## src/rtl/mc_control_fsm_if.sv

```systemverilog
// Control bundle between the multicycle MIPS controller (master) and the datapath (slave).
interface mc_control_fsm_if;
    logic [5:0] Op;
    logic       Zero;
    logic       memReady;
    logic       MemRead;
    logic       MemWrite;
    logic       IorD;
    logic       IRWrite;
    logic       RegDst;
    logic       MemtoReg;
    logic       RegWrite;
    logic       ALUSrcA;
    logic [1:0] ALUSrcB;
    logic [1:0] ALUOp;
    logic [1:0] PcSrc;
    logic       PcEn;
    logic       Illegal;
    logic       BusErr;
    logic [3:0] State;

    modport master (
        input  Op, Zero, memReady,
        output MemRead, MemWrite, IorD, IRWrite, RegDst, MemtoReg, RegWrite,
               ALUSrcA, ALUSrcB, ALUOp, PcSrc, PcEn, Illegal, BusErr, State
    );

    modport slave (
        output Op, Zero, memReady,
        input  MemRead, MemWrite, IorD, IRWrite, RegDst, MemtoReg, RegWrite,
               ALUSrcA, ALUSrcB, ALUOp, PcSrc, PcEn, Illegal, BusErr, State
    );
endinterface

```

## src/rtl/mc_control_fsm.sv

```systemverilog
// Multicycle MIPS control FSM: sequences fetch/decode/execute, resolves PC enable
// (beq/bne polarity) and aborts memory states that wait longer than TIMEOUT cycles.
module mc_control_fsm #(
    parameter int unsigned TIMEOUT = 15
) (
    input  logic                   clk,
    input  logic                   rst_n,
    mc_control_fsm_if.master       bus
);

    localparam logic [7:0] TIMEOUT_CNT = 8'(TIMEOUT);

    localparam logic [5:0] OP_RTYPE = 6'b000000;
    localparam logic [5:0] OP_J     = 6'b000010;
    localparam logic [5:0] OP_BEQ   = 6'b000100;
    localparam logic [5:0] OP_BNE   = 6'b000101;
    localparam logic [5:0] OP_ADDI  = 6'b001000;
    localparam logic [5:0] OP_LW    = 6'b100011;
    localparam logic [5:0] OP_SW    = 6'b101011;

    typedef enum logic [3:0] {
        S_FETCH  = 4'd0,
        S_DECODE = 4'd1,
        S_MEMADR = 4'd2,
        S_MEMRD  = 4'd3,
        S_MEMWB  = 4'd4,
        S_MEMWR  = 4'd5,
        S_EXEC   = 4'd6,
        S_ALUWB  = 4'd7,
        S_BRANCH = 4'd8,
        S_ADDIEX = 4'd9,
        S_ADDIWB = 4'd10,
        S_JUMP   = 4'd11
    } state_t;

    state_t     state_q, state_d;
    logic [7:0] wait_q, wait_d;
    logic       is_bne_q, is_bne_d;
    // Held low from reset until the first clock edge so every output stays 0 in that gap.
    logic       active_q, active_d;

    logic       mem_read, mem_write, iord, ir_write, reg_dst, mem_to_reg, reg_write;
    logic       alu_src_a, pc_en, illegal, bus_err;
    logic [1:0] alu_src_b, alu_op, pc_src;
    logic       timed_out;

    assign timed_out = (wait_q == TIMEOUT_CNT) && !bus.memReady;

    always_ff @(posedge clk or negedge rst_n) begin
        if (!rst_n) begin
            state_q  <= S_FETCH;
            wait_q   <= '0;
            is_bne_q <= 1'b0;
            active_q <= 1'b0;
        end else begin
            state_q  <= state_d;
            wait_q   <= wait_d;
            is_bne_q <= is_bne_d;
            active_q <= active_d;
        end
    end

    always_comb begin
        state_d    = state_q;
        wait_d     = '0;
        is_bne_d   = is_bne_q;
        active_d   = 1'b1;
        mem_read   = 1'b0;
        mem_write  = 1'b0;
        iord       = 1'b0;
        ir_write   = 1'b0;
        reg_dst    = 1'b0;
        mem_to_reg = 1'b0;
        reg_write  = 1'b0;
        alu_src_a  = 1'b0;
        alu_src_b  = 2'b00;
        alu_op     = 2'b00;
        pc_src     = 2'b00;
        pc_en      = 1'b0;
        illegal    = 1'b0;
        bus_err    = 1'b0;

        if (!active_q) begin
            state_d = S_FETCH;
        end else begin
            case (state_q)
                S_FETCH: begin
                    mem_read  = 1'b1;
                    alu_src_b = 2'b01;
                    if (bus.memReady) begin
                        ir_write = 1'b1;
                        pc_en    = 1'b1;
                        state_d  = S_DECODE;
                    end else if (timed_out) begin
                        bus_err = 1'b1;
                        state_d = S_FETCH;
                    end else begin
                        wait_d = wait_q + 8'd1;
                    end
                end
                S_DECODE: begin
                    alu_src_b = 2'b11;
                    is_bne_d  = (bus.Op == OP_BNE);
                    case (bus.Op)
                        OP_LW, OP_SW:   state_d = S_MEMADR;
                        OP_RTYPE:       state_d = S_EXEC;
                        OP_BEQ, OP_BNE: state_d = S_BRANCH;
                        OP_ADDI:        state_d = S_ADDIEX;
                        OP_J:           state_d = S_JUMP;
                        default: begin
                            illegal = 1'b1;
                            state_d = S_FETCH;
                        end
                    endcase
                end
                S_MEMADR: begin
                    alu_src_a = 1'b1;
                    alu_src_b = 2'b10;
                    state_d   = (bus.Op == OP_SW) ? S_MEMWR : S_MEMRD;
                end
                S_MEMRD: begin
                    mem_read = 1'b1;
                    iord     = 1'b1;
                    if (bus.memReady) begin
                        state_d = S_MEMWB;
                    end else if (timed_out) begin
                        bus_err = 1'b1;
                        state_d = S_FETCH;
                    end else begin
                        wait_d = wait_q + 8'd1;
                    end
                end
                S_MEMWB: begin
                    reg_write  = 1'b1;
                    mem_to_reg = 1'b1;
                    state_d    = S_FETCH;
                end
                S_MEMWR: begin
                    mem_write = 1'b1;
                    iord      = 1'b1;
                    if (bus.memReady) begin
                        state_d = S_FETCH;
                    end else if (timed_out) begin
                        bus_err = 1'b1;
                        state_d = S_FETCH;
                    end else begin
                        wait_d = wait_q + 8'd1;
                    end
                end
                S_EXEC: begin
                    alu_src_a = 1'b1;
                    alu_op    = 2'b10;
                    state_d   = S_ALUWB;
                end
                S_ALUWB: begin
                    reg_write = 1'b1;
                    reg_dst   = 1'b1;
                    state_d   = S_FETCH;
                end
                S_BRANCH: begin
                    alu_src_a = 1'b1;
                    alu_op    = 2'b01;
                    pc_src    = 2'b01;
                    pc_en     = is_bne_q ? ~bus.Zero : bus.Zero;
                    state_d   = S_FETCH;
                end
                S_ADDIEX: begin
                    alu_src_a = 1'b1;
                    alu_src_b = 2'b10;
                    state_d   = S_ADDIWB;
                end
                S_ADDIWB: begin
                    reg_write = 1'b1;
                    state_d   = S_FETCH;
                end
                S_JUMP: begin
                    pc_src  = 2'b10;
                    pc_en   = 1'b1;
                    state_d = S_FETCH;
                end
                default: state_d = S_FETCH;
            endcase
        end
    end

    assign bus.MemRead  = mem_read;
    assign bus.MemWrite = mem_write;
    assign bus.IorD     = iord;
    assign bus.IRWrite  = ir_write;
    assign bus.RegDst   = reg_dst;
    assign bus.MemtoReg = mem_to_reg;
    assign bus.RegWrite = reg_write;
    assign bus.ALUSrcA  = alu_src_a;
    assign bus.ALUSrcB  = alu_src_b;
    assign bus.ALUOp    = alu_op;
    assign bus.PcSrc    = pc_src;
    assign bus.PcEn     = pc_en;
    assign bus.Illegal  = illegal;
    assign bus.BusErr   = bus_err;
    assign bus.State    = state_q;

endmodule

```

## src/flat_wrapper.sv

```systemverilog
// flat-port wrapper written by rule: the top's interface ports become plain ports
module mc_control_fsm_flat 
#(
    parameter int unsigned TIMEOUT = 15
)
  (clk, rst_n, bus_Op, bus_Zero, bus_memReady, bus_MemRead, bus_MemWrite, bus_IorD, bus_IRWrite, bus_RegDst, bus_MemtoReg, bus_RegWrite, bus_ALUSrcA, bus_ALUSrcB, bus_ALUOp, bus_PcSrc, bus_PcEn, bus_Illegal, bus_BusErr, bus_State);
  mc_control_fsm_if bus_i ();
  input  logic clk;
  input  logic rst_n;
  input wire logic [$bits(bus_i.Op)-1:0] bus_Op;
  input wire logic [$bits(bus_i.Zero)-1:0] bus_Zero;
  input wire logic [$bits(bus_i.memReady)-1:0] bus_memReady;
  output wire logic [$bits(bus_i.MemRead)-1:0] bus_MemRead;
  output wire logic [$bits(bus_i.MemWrite)-1:0] bus_MemWrite;
  output wire logic [$bits(bus_i.IorD)-1:0] bus_IorD;
  output wire logic [$bits(bus_i.IRWrite)-1:0] bus_IRWrite;
  output wire logic [$bits(bus_i.RegDst)-1:0] bus_RegDst;
  output wire logic [$bits(bus_i.MemtoReg)-1:0] bus_MemtoReg;
  output wire logic [$bits(bus_i.RegWrite)-1:0] bus_RegWrite;
  output wire logic [$bits(bus_i.ALUSrcA)-1:0] bus_ALUSrcA;
  output wire logic [$bits(bus_i.ALUSrcB)-1:0] bus_ALUSrcB;
  output wire logic [$bits(bus_i.ALUOp)-1:0] bus_ALUOp;
  output wire logic [$bits(bus_i.PcSrc)-1:0] bus_PcSrc;
  output wire logic [$bits(bus_i.PcEn)-1:0] bus_PcEn;
  output wire logic [$bits(bus_i.Illegal)-1:0] bus_Illegal;
  output wire logic [$bits(bus_i.BusErr)-1:0] bus_BusErr;
  output wire logic [$bits(bus_i.State)-1:0] bus_State;
  assign bus_i.Op = bus_Op;
  assign bus_i.Zero = bus_Zero;
  assign bus_i.memReady = bus_memReady;
  assign bus_MemRead = bus_i.MemRead;
  assign bus_MemWrite = bus_i.MemWrite;
  assign bus_IorD = bus_i.IorD;
  assign bus_IRWrite = bus_i.IRWrite;
  assign bus_RegDst = bus_i.RegDst;
  assign bus_MemtoReg = bus_i.MemtoReg;
  assign bus_RegWrite = bus_i.RegWrite;
  assign bus_ALUSrcA = bus_i.ALUSrcA;
  assign bus_ALUSrcB = bus_i.ALUSrcB;
  assign bus_ALUOp = bus_i.ALUOp;
  assign bus_PcSrc = bus_i.PcSrc;
  assign bus_PcEn = bus_i.PcEn;
  assign bus_Illegal = bus_i.Illegal;
  assign bus_BusErr = bus_i.BusErr;
  assign bus_State = bus_i.State;
  mc_control_fsm #(.TIMEOUT(TIMEOUT)) u_core (.clk(clk), .rst_n(rst_n), .bus(bus_i));
endmodule
```

## config.mk

```make
export PLATFORM = sky130hd
export DESIGN_NAME = mc_control_fsm_flat
export DESIGN_NICKNAME = d
export VERILOG_FILES = /design/src/rtl/mc_control_fsm_if.sv /design/src/rtl/mc_control_fsm.sv /design/src/flat_wrapper.sv
export SDC_FILE = /design/constraint.sdc
export NUM_CORES = 1
export LEC_CHECK = 0
export ABC_AREA = 0
export CORE_UTILIZATION = 50
export CTS_CLUSTER_SIZE = 20
export DETAILED_ROUTE_END_ITERATION = 8
export PLACE_DENSITY = 0.95
export SYNTH_ARGS = -nofsm -noshare
export SYNTH_HDL_FRONTEND = slang
export SYNTH_SLANG_ARGS = --single-unit
```

## constraint.sdc

```tcl
create_clock -name clk -period 4.1 [get_ports clk]
set_clock_uncertainty 0.15 [all_clocks]
set_input_delay 1.025 -clock clk [delete_from_list [all_inputs] [get_ports clk]]
set_output_delay 1.025 -clock clk [all_outputs]
set_load 0.03 [all_outputs]
```

==> results_dict.tcl, run 1 <==
set metrics [dict create \
    grt.total_usage_pct 26.5 \
    synth_area_leader_cell "dfrtp_1" \
    htreeDepth 1 \
    synth_seq_cells 14 \
    postCtsHoldBufs 0 \
    grt_max_degree 20 \
    final_cell_count_no_fill 185 \
    slew_headroom_pct 59.4 \
    synth_area_leaders "dfrtp_1, nor2_1, xor2_1" \
    syn-num-nets 140 \
    ir_worst_vdd_mv 0.240 \
    critPathKind "primary input to output pin" \
    cts_setup_buffers 0 \
    cp.arrival_ns 2.74 \
    rsz0062_at_grt "no" \
    grt_pass1_wl_um 4120 \
    crit_path_top_delay_cell "clkdlybuf4s50_1" \
    slowest_delay_ns 0.69 \
    dieArea_um2 2230 \
    setup_tns_ns 0 \
    insertedDiodeCount 0 \
    dp_slack_ns 0.104 \
    synthCells 129 \
    path_max_fanout 2 \
    cp-start-kind "primary input" \
    post-route-min-period_ns 3.92 \
    ctsResizeCount 0 \
    area_growth_pct 35.9 \
    routed-via-count 1071 \
    design_area_um2 1390 \
    dpl.cell_count 181 \
    vias_per_cell 5.79 \
    fp.coreArea_um2 1820 \
    hold_path_class "flip-flop to flip-flop" \
    clk_path_buf_depth 2 \
    hold_viol 0 \
    place_area_um2 1350 \
    grt_overflow 0 \
    gp_congestion 0.869 \
    dieWidth_um 47.2 \
    synth_cell_types 40 \
    ys.flop_type "dfrtp_1" \
    die_h_um 47.2 \
    postRouteAntennaNets 0 \
    p_per_area_nw_per_um2 220 \
    path_common_cell "clkdlybuf4s50_1" \
    path_cells "clkdlybuf4s50_1 > nor4b_1 > a31oi_1 > o2bb2ai_1 > clkdlybuf4s50_1" \
    crit_required_ns 2.92 \
    ff2ff_setup_slack_ns 2.09 \
    avgRoutedWirePerCell_um 13.9 \
    fp-row-count 15 \
    worst_slack_ns 0.181 \
    remaining_drc_errors 0 \
    synth.cell_area_um2 1020 \
    yosysWarnings 0 \
    tightestPinTransition_ns 0.606 \
    seq_area_frac_synth_pct 34.3 \
    nNetsFinal 172 \
    clock_latency_ns 0.28 \
    leakagePower_nw 0.574 \
    setup_viol 0 \
    cts_buffers 3 \
    finalCritPeriodShare_pct 95.6 \
    drt_first_pass_iters 4 \
    cp-end-kind "output pin" \
    cts_tree "yes" \
    port_buffers 30 \
    antenna_found_initial 0 \
    hpwl_um 2010 \
    clkSinkCount 14 \
    grt_pass1_vias 963 \
    io_pins 31 \
    drive_above_1_share_pct 8.13 \
    outcome "finished clean" \
    yosys-top-cells-count "nor2_1, dfrtp_1, nor3_1, nand2_1, a21oi_1" \
    start_util_pct 56.1 \
    synthesis.area_per_instance_um2 7.91 \
    yosysMostFrequentCell "nor2_1" \
    synth-edff-count 0 \
    async_flop_share_pct 100 \
    slew_viol_final 0 \
    wirelength_um 2580 \
    drtIter0Drc 33 \
    clkTransAtPathRegs_ns 0.07 \
    root_buffer "clkbuf_4" \
    cap_violations 0 \
    synth_top_area_share_pct 34.3 \
    fmaxAchievable_mhz 255 \
]
==> area by class of cell <==
type                       instances  area [um^2]
clock buffer                       4         36.3
fill                             136          433
inverter                           3         11.3
multi-input combinational        106          633
sequential                        14          350
tap                               25         31.3
timing repair buffer              33          325
==> final timing paths <==
path	startpoint	end	cells past startpoint
worst max register to register	u_core.bus.State[1]	u_core.wait_q[6]	4
max in group asynchronous	rst_n	u_core.bus.State[3]	1
worst min-delay path	u_core.wait_q[0]	u_core.wait_q[0]	1
worst min register to register	u_core.wait_q[0]	u_core.wait_q[0]	1
min in group asynchronous	rst_n	u_core.wait_q[7]	1
worst max-delay path	bus_memReady	bus_PcEn	5
==> through the flow <==
stage / hold slack [ns] / util (%) / power (mW)
2_1_floorplan: 0.275 / - / 0.179
3_3_place_gp: 0.291 / 74.1 / 0.208
3_5_place_dp: 0.296 / 74.1 / 0.211
4_1_cts: 0.307 / 76.1 / 0.307
5_1_grt: 0.334 / 76.2 / 0.322
6_report: 0.307 / 76.2 / 0.305
==> layout by cell type, fill, tap and decap left out, drive strengths merged, types with 2 or more instances in the layout <==
master / n
a21oi: 7
a31oi: 4
and2: 3
and3: 4
buf: 3
clkbuf: 4
clkdlybuf4s50: 29
dfrtp: 14
inv: 3
nand2: 8
nand2b: 4
nand3: 5
nand4: 2
nor2: 21
nor2b: 3
nor3: 9
nor4: 3
o21ai: 4
or2: 2
xnor2: 3
xor2: 6
==> cell families after synthesis <==
| logic type | count (synthesis) | synth area share (%) |
|---|---|---|
| buffers and inverters | 9 | 3.68 |
| XOR/XNOR | 9 | 7.72 |
| adder cells (fa/ha/maj) | 1 | 1.23 |
| flip-flops | 14 | 34.3 |
| AND/OR/NAND/NOR | 69 | 34.6 |
| AO/OA/AOI/OAI | 24 | 16.1 |
| other | 1 | 0.367 |
| multiplexers | 2 | 2.08 |
==> power by group <==
part	internal (mW)	total [mW]	leakage [nW]	switching [mW]
clock network	0.0540	0.0969	0.0210	0.0429
registers	0.140	0.145	0.192	0.00489
logic	0.0279	0.0631	0.361	0.0353
total	0.222	0.305	0.574	0.0831
==> worst max-delay path: cells and delay by family <==
| kind | cells | cell delay [ns] |
|---|---|---|
| buf+inv | 2 | 1.17 |
| compound gates | 2 | 0.24 |
| simple gates | 1 | 0.31 |
==> flip-flops by register name (all words and copies together) (netlist names) <==
signal,cells
u_core.active_q,1
u_core.bus.State,4
u_core.is_bne_q,1
u_core.wait_q,8
==> routing by layer <==
metal | vias to the layer above | global-route usage [%] | routed length, um
li1 | 521 | - | -
met1 | 500 | 34.3 | 1110
met2 | 45 | 44.2 | 1300
met3 | 5 | 6.15 | 148
met4 | 0 | 8.00 | 17
met5 | - | 0 | 0
Note: power is estimated with default switching activity, not from simulation.
==> run 2: changes to the inputs <==
CORE_UTILIZATION = 46   (was 50)
PLACE_DENSITY = 0.91   (was 0.95)
clock period = 4 ns   (was 4.1 ns; I/O delays follow)
==> run 2 against run 1 <==
  * Cell count increased by 1.1%
  * Combinational power increased by 3%
  * Clock-buffer cell count decreased by 1
  * Die area increased by 8.3%
  * Clock power decreased by 19%
  * Critical path depth unchanged
  * Largest power group unchanged
  * Highest routed layer unchanged
==> results_dict.tcl, run 2 (synthesized netlist as in run 1, its figures left out) <==
set metrics [dict create \
    outcome "finished clean" \
    nNetsFinal 173 \
    cp-start-kind "primary input" \
    place_area_um2 1360 \
    root_buffer "clkbuf_4" \
    slew_viol_final 0 \
    htreeDepth 1 \
    critPathKind "primary input to output pin" \
    dieArea_um2 2410 \
    setup_viol 0 \
    grt_overflow 0 \
    grt_max_degree 20 \
    rsz0062_at_grt "no" \
    dpl.cell_count 184 \
    insertedDiodeCount 0 \
    finalCritPeriodShare_pct 96.5 \
    final_common_cell "clkdlybuf4s50_1" \
    fp-row-count 16 \
    clk_path_buf_depth 2 \
    leakagePower_nw 0.571 \
    io_pins 31 \
    cts_buffers 3 \
    grt.total_usage_pct 22.9 \
    fp.coreArea_um2 2020 \
    start_util_pct 50.5 \
    die_h_um 49.1 \
    routed-via-count 1103 \
    p_per_area_nw_per_um2 211 \
    regMostFlops "u_core.wait_q" \
    hold_path_class "flip-flop to flip-flop" \
    postRouteAntennaNets 0 \
    final_cell_count_no_fill 187 \
    largest_register_ffs 8 \
    power_uw 293 \
    clkSinkCount 14 \
    crit_required_ns 2.85 \
    drt_first_pass_iters 5 \
    tightestPinTransition_ns 0.602 \
    post-route-min-period_ns 3.86 \
    avgRoutedWirePerCell_um 13.3 \
    cp.arrival_ns 2.71 \
    area_growth_pct 35.5 \
    wirelength_um 2490 \
    cap_violations 0 \
    design_area_um2 1380 \
    drive_above_1_share_pct 8.13 \
    ff2ff_setup_slack_ns 2.01 \
    ir_worst_vdd_mv 0.200 \
    antenna_found_initial 0 \
    vias_per_cell 5.90 \
    hpwl_um 1910 \
    post-route-util_pct 68.4 \
    hold_viol 0 \
    worst_slack_ns 0.141 \
    drtIter0Drc 59 \
    gp_congestion 0.950 \
    clkTransAtPathRegs_ns 0.07 \
    cts_tree "yes" \
    cp-end-kind "output pin" \
    grt_pass1_vias 1016 \
    dieWidth_um 49.1 \
    port_buffers 30 \
    grt_pass1_wl_um 4350 \
    setup_tns_ns 0 \
    holdWs_ns 0.313 \
    most-common-layout-cells "clkdlybuf4s50_1, nor2_1, dfrtp_1, nor3_1, nand2_1" \
    slew_headroom_pct 59.7 \
    fmaxAchievable_mhz 259 \
    path_max_fanout 2 \
    clock_latency_ns 0.28 \
    remaining_drc_errors 0 \
    dp_slack_ns 0.0354 \
]
==> run 2: cell count changes in the layout (fill, tap and decap cells not counted), sizes merged <==
cell and change:
buf +1, clkbuf -1
==> run 2: critical path: stages <==
cell and delay (ns):
clkdlybuf4s50_1 0.47, nor4b_1 0.31, a31oi_1 0.08, o2bb2ai_1 0.16, clkdlybuf4s50_1 0.69
==> run 2: path summary, 6_finish.rpt <==
check,cells after the start,to,from
worst max register to register,4,u_core.wait_q[2],u_core.bus.State[1]
worst min-delay path,1,u_core.wait_q[0],u_core.wait_q[0]
max in group asynchronous,1,u_core.wait_q[6],rst_n
min in group asynchronous,1,u_core.bus.State[3],rst_n
worst max-delay path,5,bus_PcEn,bus_memReady
worst min register to register,1,u_core.wait_q[0],u_core.wait_q[0]
==> run 2: layout make-up <==
class,count,area [um^2]
Inverter,3,11.3
Timing Repair Buffer,34,333
Multi-Input combinational cell,106,633
Clock buffer,3,22.5
Sequential cell,14,350
Fill cell,158,638
Tap cell,27,33.8
==> run 2: what timing repair did <==
action                                  CTS  global route
buffers inserted                          0             0
hold buffers                              0             0
endpoints found under the setup margin    0             1
resized for setup                         0             1
==> run 2: power breakdown <==
group	leakage, nW	internal, mW	switching (mW)	total (mW)
clock network	0.0138	0.0349	0.0436	0.0785
logic	0.366	0.0291	0.0358	0.0649
registers	0.192	0.144	0.00518	0.149
==> run 2: per-layer routing <==
layer	up-vias	part of all wire [%]	track usage (%)	routed length [um]
met2	59	46	37.7	1160
met3	16	6.9	1.87	172
met4	0	2.9	10.3	73
met5	-	0	0	0
met1	507	44	30.5	1090
li1	521	-	-	-
==> run 3: changes to the inputs <==
SETUP_SLACK_MARGIN = 0.15   (was not set)
==> run 3 against run 2 <==
  * Die area unchanged
  * Fmax increased by 4.7%
  * Flip-flop and latch count did not move
  * Sequential power about the same
  * Sequential share of layout area about the same
  * Setup slack better by 0.17 ns
  * Critical path depth shrank 1
==> results_dict.tcl, run 3 (synthesized netlist as in run 1, its figures left out) <==
set metrics [dict create \
    slew_headroom_pct 59.7 \
    grt_max_degree 20 \
    finalCritPeriodShare_pct 92.1 \
    post-route-min-period_ns 3.69 \
    dieWidth_um 49.1 \
    internal_power_uw 207 \
    design_area_um2 1380 \
    setup_tns_ns 0 \
    io_pins 31 \
    clk_path_buf_depth 2 \
    switching_share_pct 28.8 \
    postRouteAntennaNets 0 \
    hold_path_class "flip-flop to flip-flop" \
    area_growth_pct 35.3 \
    critPathKind "flip-flop to output pin" \
    final_common_cell "clkdlybuf4s50_1" \
    insertedDiodeCount 0 \
    crit_required_ns 2.85 \
    leakagePower_nw 0.577 \
    hold_viol 0 \
    p_switching_uw 83.6 \
    drt_first_pass_iters 4 \
    fp-row-count 16 \
    path_max_fanout 19 \
    root_buffer "clkbuf_4" \
    cts_buffers 3 \
    vias_per_cell 5.82 \
    clkTransAtPathRegs_ns 0.08 \
    slew_viol_final 0 \
    grt_pass1_wl_um 4350 \
    p_clk_share_pct 26.7 \
    largest_register_ffs 8 \
    nNetsFinal 173 \
    place_area_um2 1360 \
    grt.total_usage_pct 22.9 \
    num-fill-cells 161 \
    cp.arrival_ns 2.54 \
    grt_overflow 0 \
    port_buffers 30 \
    cp-start-kind "flip-flop" \
    clkSinkCount 14 \
    clock_latency_ns 0.28 \
    outcome "finished clean" \
    fp.coreArea_um2 2020 \
    fmaxAchievable_mhz 271 \
    antenna_found_initial 0 \
    drive_above_1_share_pct 8.13 \
    regMostFlops "u_core.wait_q" \
    dieArea_um2 2410 \
    seqPwrFrac_pct 51.3 \
    setup_viol 0 \
    start_util_pct 50.5 \
    rsz0062_at_grt "no" \
    routed-via-count 1088 \
    ir_worst_vdd_mv 0.200 \
    hpwl_um 1910 \
    most-common-layout-cells "clkdlybuf4s50_1, nor2_1, dfrtp_1, nor3_1, nand2_1" \
    grt_pass1_vias 1016 \
    combPwrFrac_pct 22.0 \
    drtIter0Drc 68 \
    htreeDepth 1 \
    die_h_um 49.1 \
    remaining_drc_errors 0 \
    tightestPinTransition_ns 0.603 \
    cap_violations 0 \
    avgRoutedWirePerCell_um 13.5 \
    gp_congestion 0.950 \
    cts_tree "yes" \
    p_per_area_nw_per_um2 210 \
    postCtsHoldBufs 0 \
    cp-end-kind "output pin" \
    wirelength_um 2520 \
]
-- run 3: changes by cell type in the layout (fill, tap and decap cells not counted), sizes merged --
cell	change
clkdlybuf4s50	-2
dlygate4sd2	+2
-- run 3: what timing repair did --
action                                  in CTS  in global routing
gates resized for setup                      2                  1
endpoints found under the setup margin       2                  1
buffers inserted                             0                  0
-- run 3: metrics by stage --
step | hold slack, ns | utilization [%] | setup WS, ns | power, mW | instances
global route | 0.351 | 68.3 | 0.207 | 0.305 | 187
CTS | 0.315 | 68.2 | 0.179 | 0.293 | 187
global placement | 0.291 | 67.2 | 0.101 | 0.214 | 184
detailed placement | 0.305 | 67.2 | 0.0354 | 0.216 | 184
finish | 0.313 | 68.3 | 0.314 | 0.291 | 187
floorplan | 0.275 | - | 0.761 | 0.184 | 129
-- run 3: area by class of cell --
type	count	area, um^2	share of cell area (%)
clock buffer	3	22.5	1.63
tap	27	33.8	2.45
sequential	14	350	25.4
multi-input combinational	106	633	45.8
inverter	3	11.3	0.815
timing repair buffer	34	330	23.9
-- run 3: final timing paths --
| path | start | cells after the start | slack [ns] | to |
|---|---|---|---|---|
| min in group asynchronous | rst_n | 1 | 0.95 | u_core.bus.State[3] |
| setup / recovery | u_core.bus.State[1] | 4 | 0.31 | bus_ALUSrcB[1] |
| max in group asynchronous | rst_n | 1 | 2.36 | u_core.wait_q[6] |
| hold / removal | u_core.wait_q[0] | 1 | 0.31 | u_core.wait_q[0] |
| setup reg to reg | u_core.bus.State[1] | 4 | 2.02 | u_core.wait_q[2] |
| hold reg to reg | u_core.wait_q[0] | 1 | 0.31 | u_core.wait_q[0] |
-- run 3: power by group through the flow --
stage                     clock network, mW  registers, mW  logic, mW
after detailed placement                  0          0.152     0.0644
final                                0.0776          0.149     0.0641
after CTS                            0.0800          0.149     0.0639
after floorplan                           0          0.150     0.0331
after global placement                    0          0.151     0.0628
after global routing                 0.0855          0.150     0.0695
-- run 3: critical path, stage by stage (launching register included) --
cell and delay (ns):
dfrtp_1 0.72, nand2b_1 0.30, or2_2 0.38, a21oi_1 0.17, clkdlybuf4s50_1 0.69
-- run 3: metal layers --
metal  vias to the layer above  GRT usage, %  part of all wire, %
met3                         6          1.87                  8.4
met1                       509          30.5                   43
li1                        520             -                    -
met5                         -             0                    0
met2                        53          37.7                   47
met4                         0          10.3                  1.8
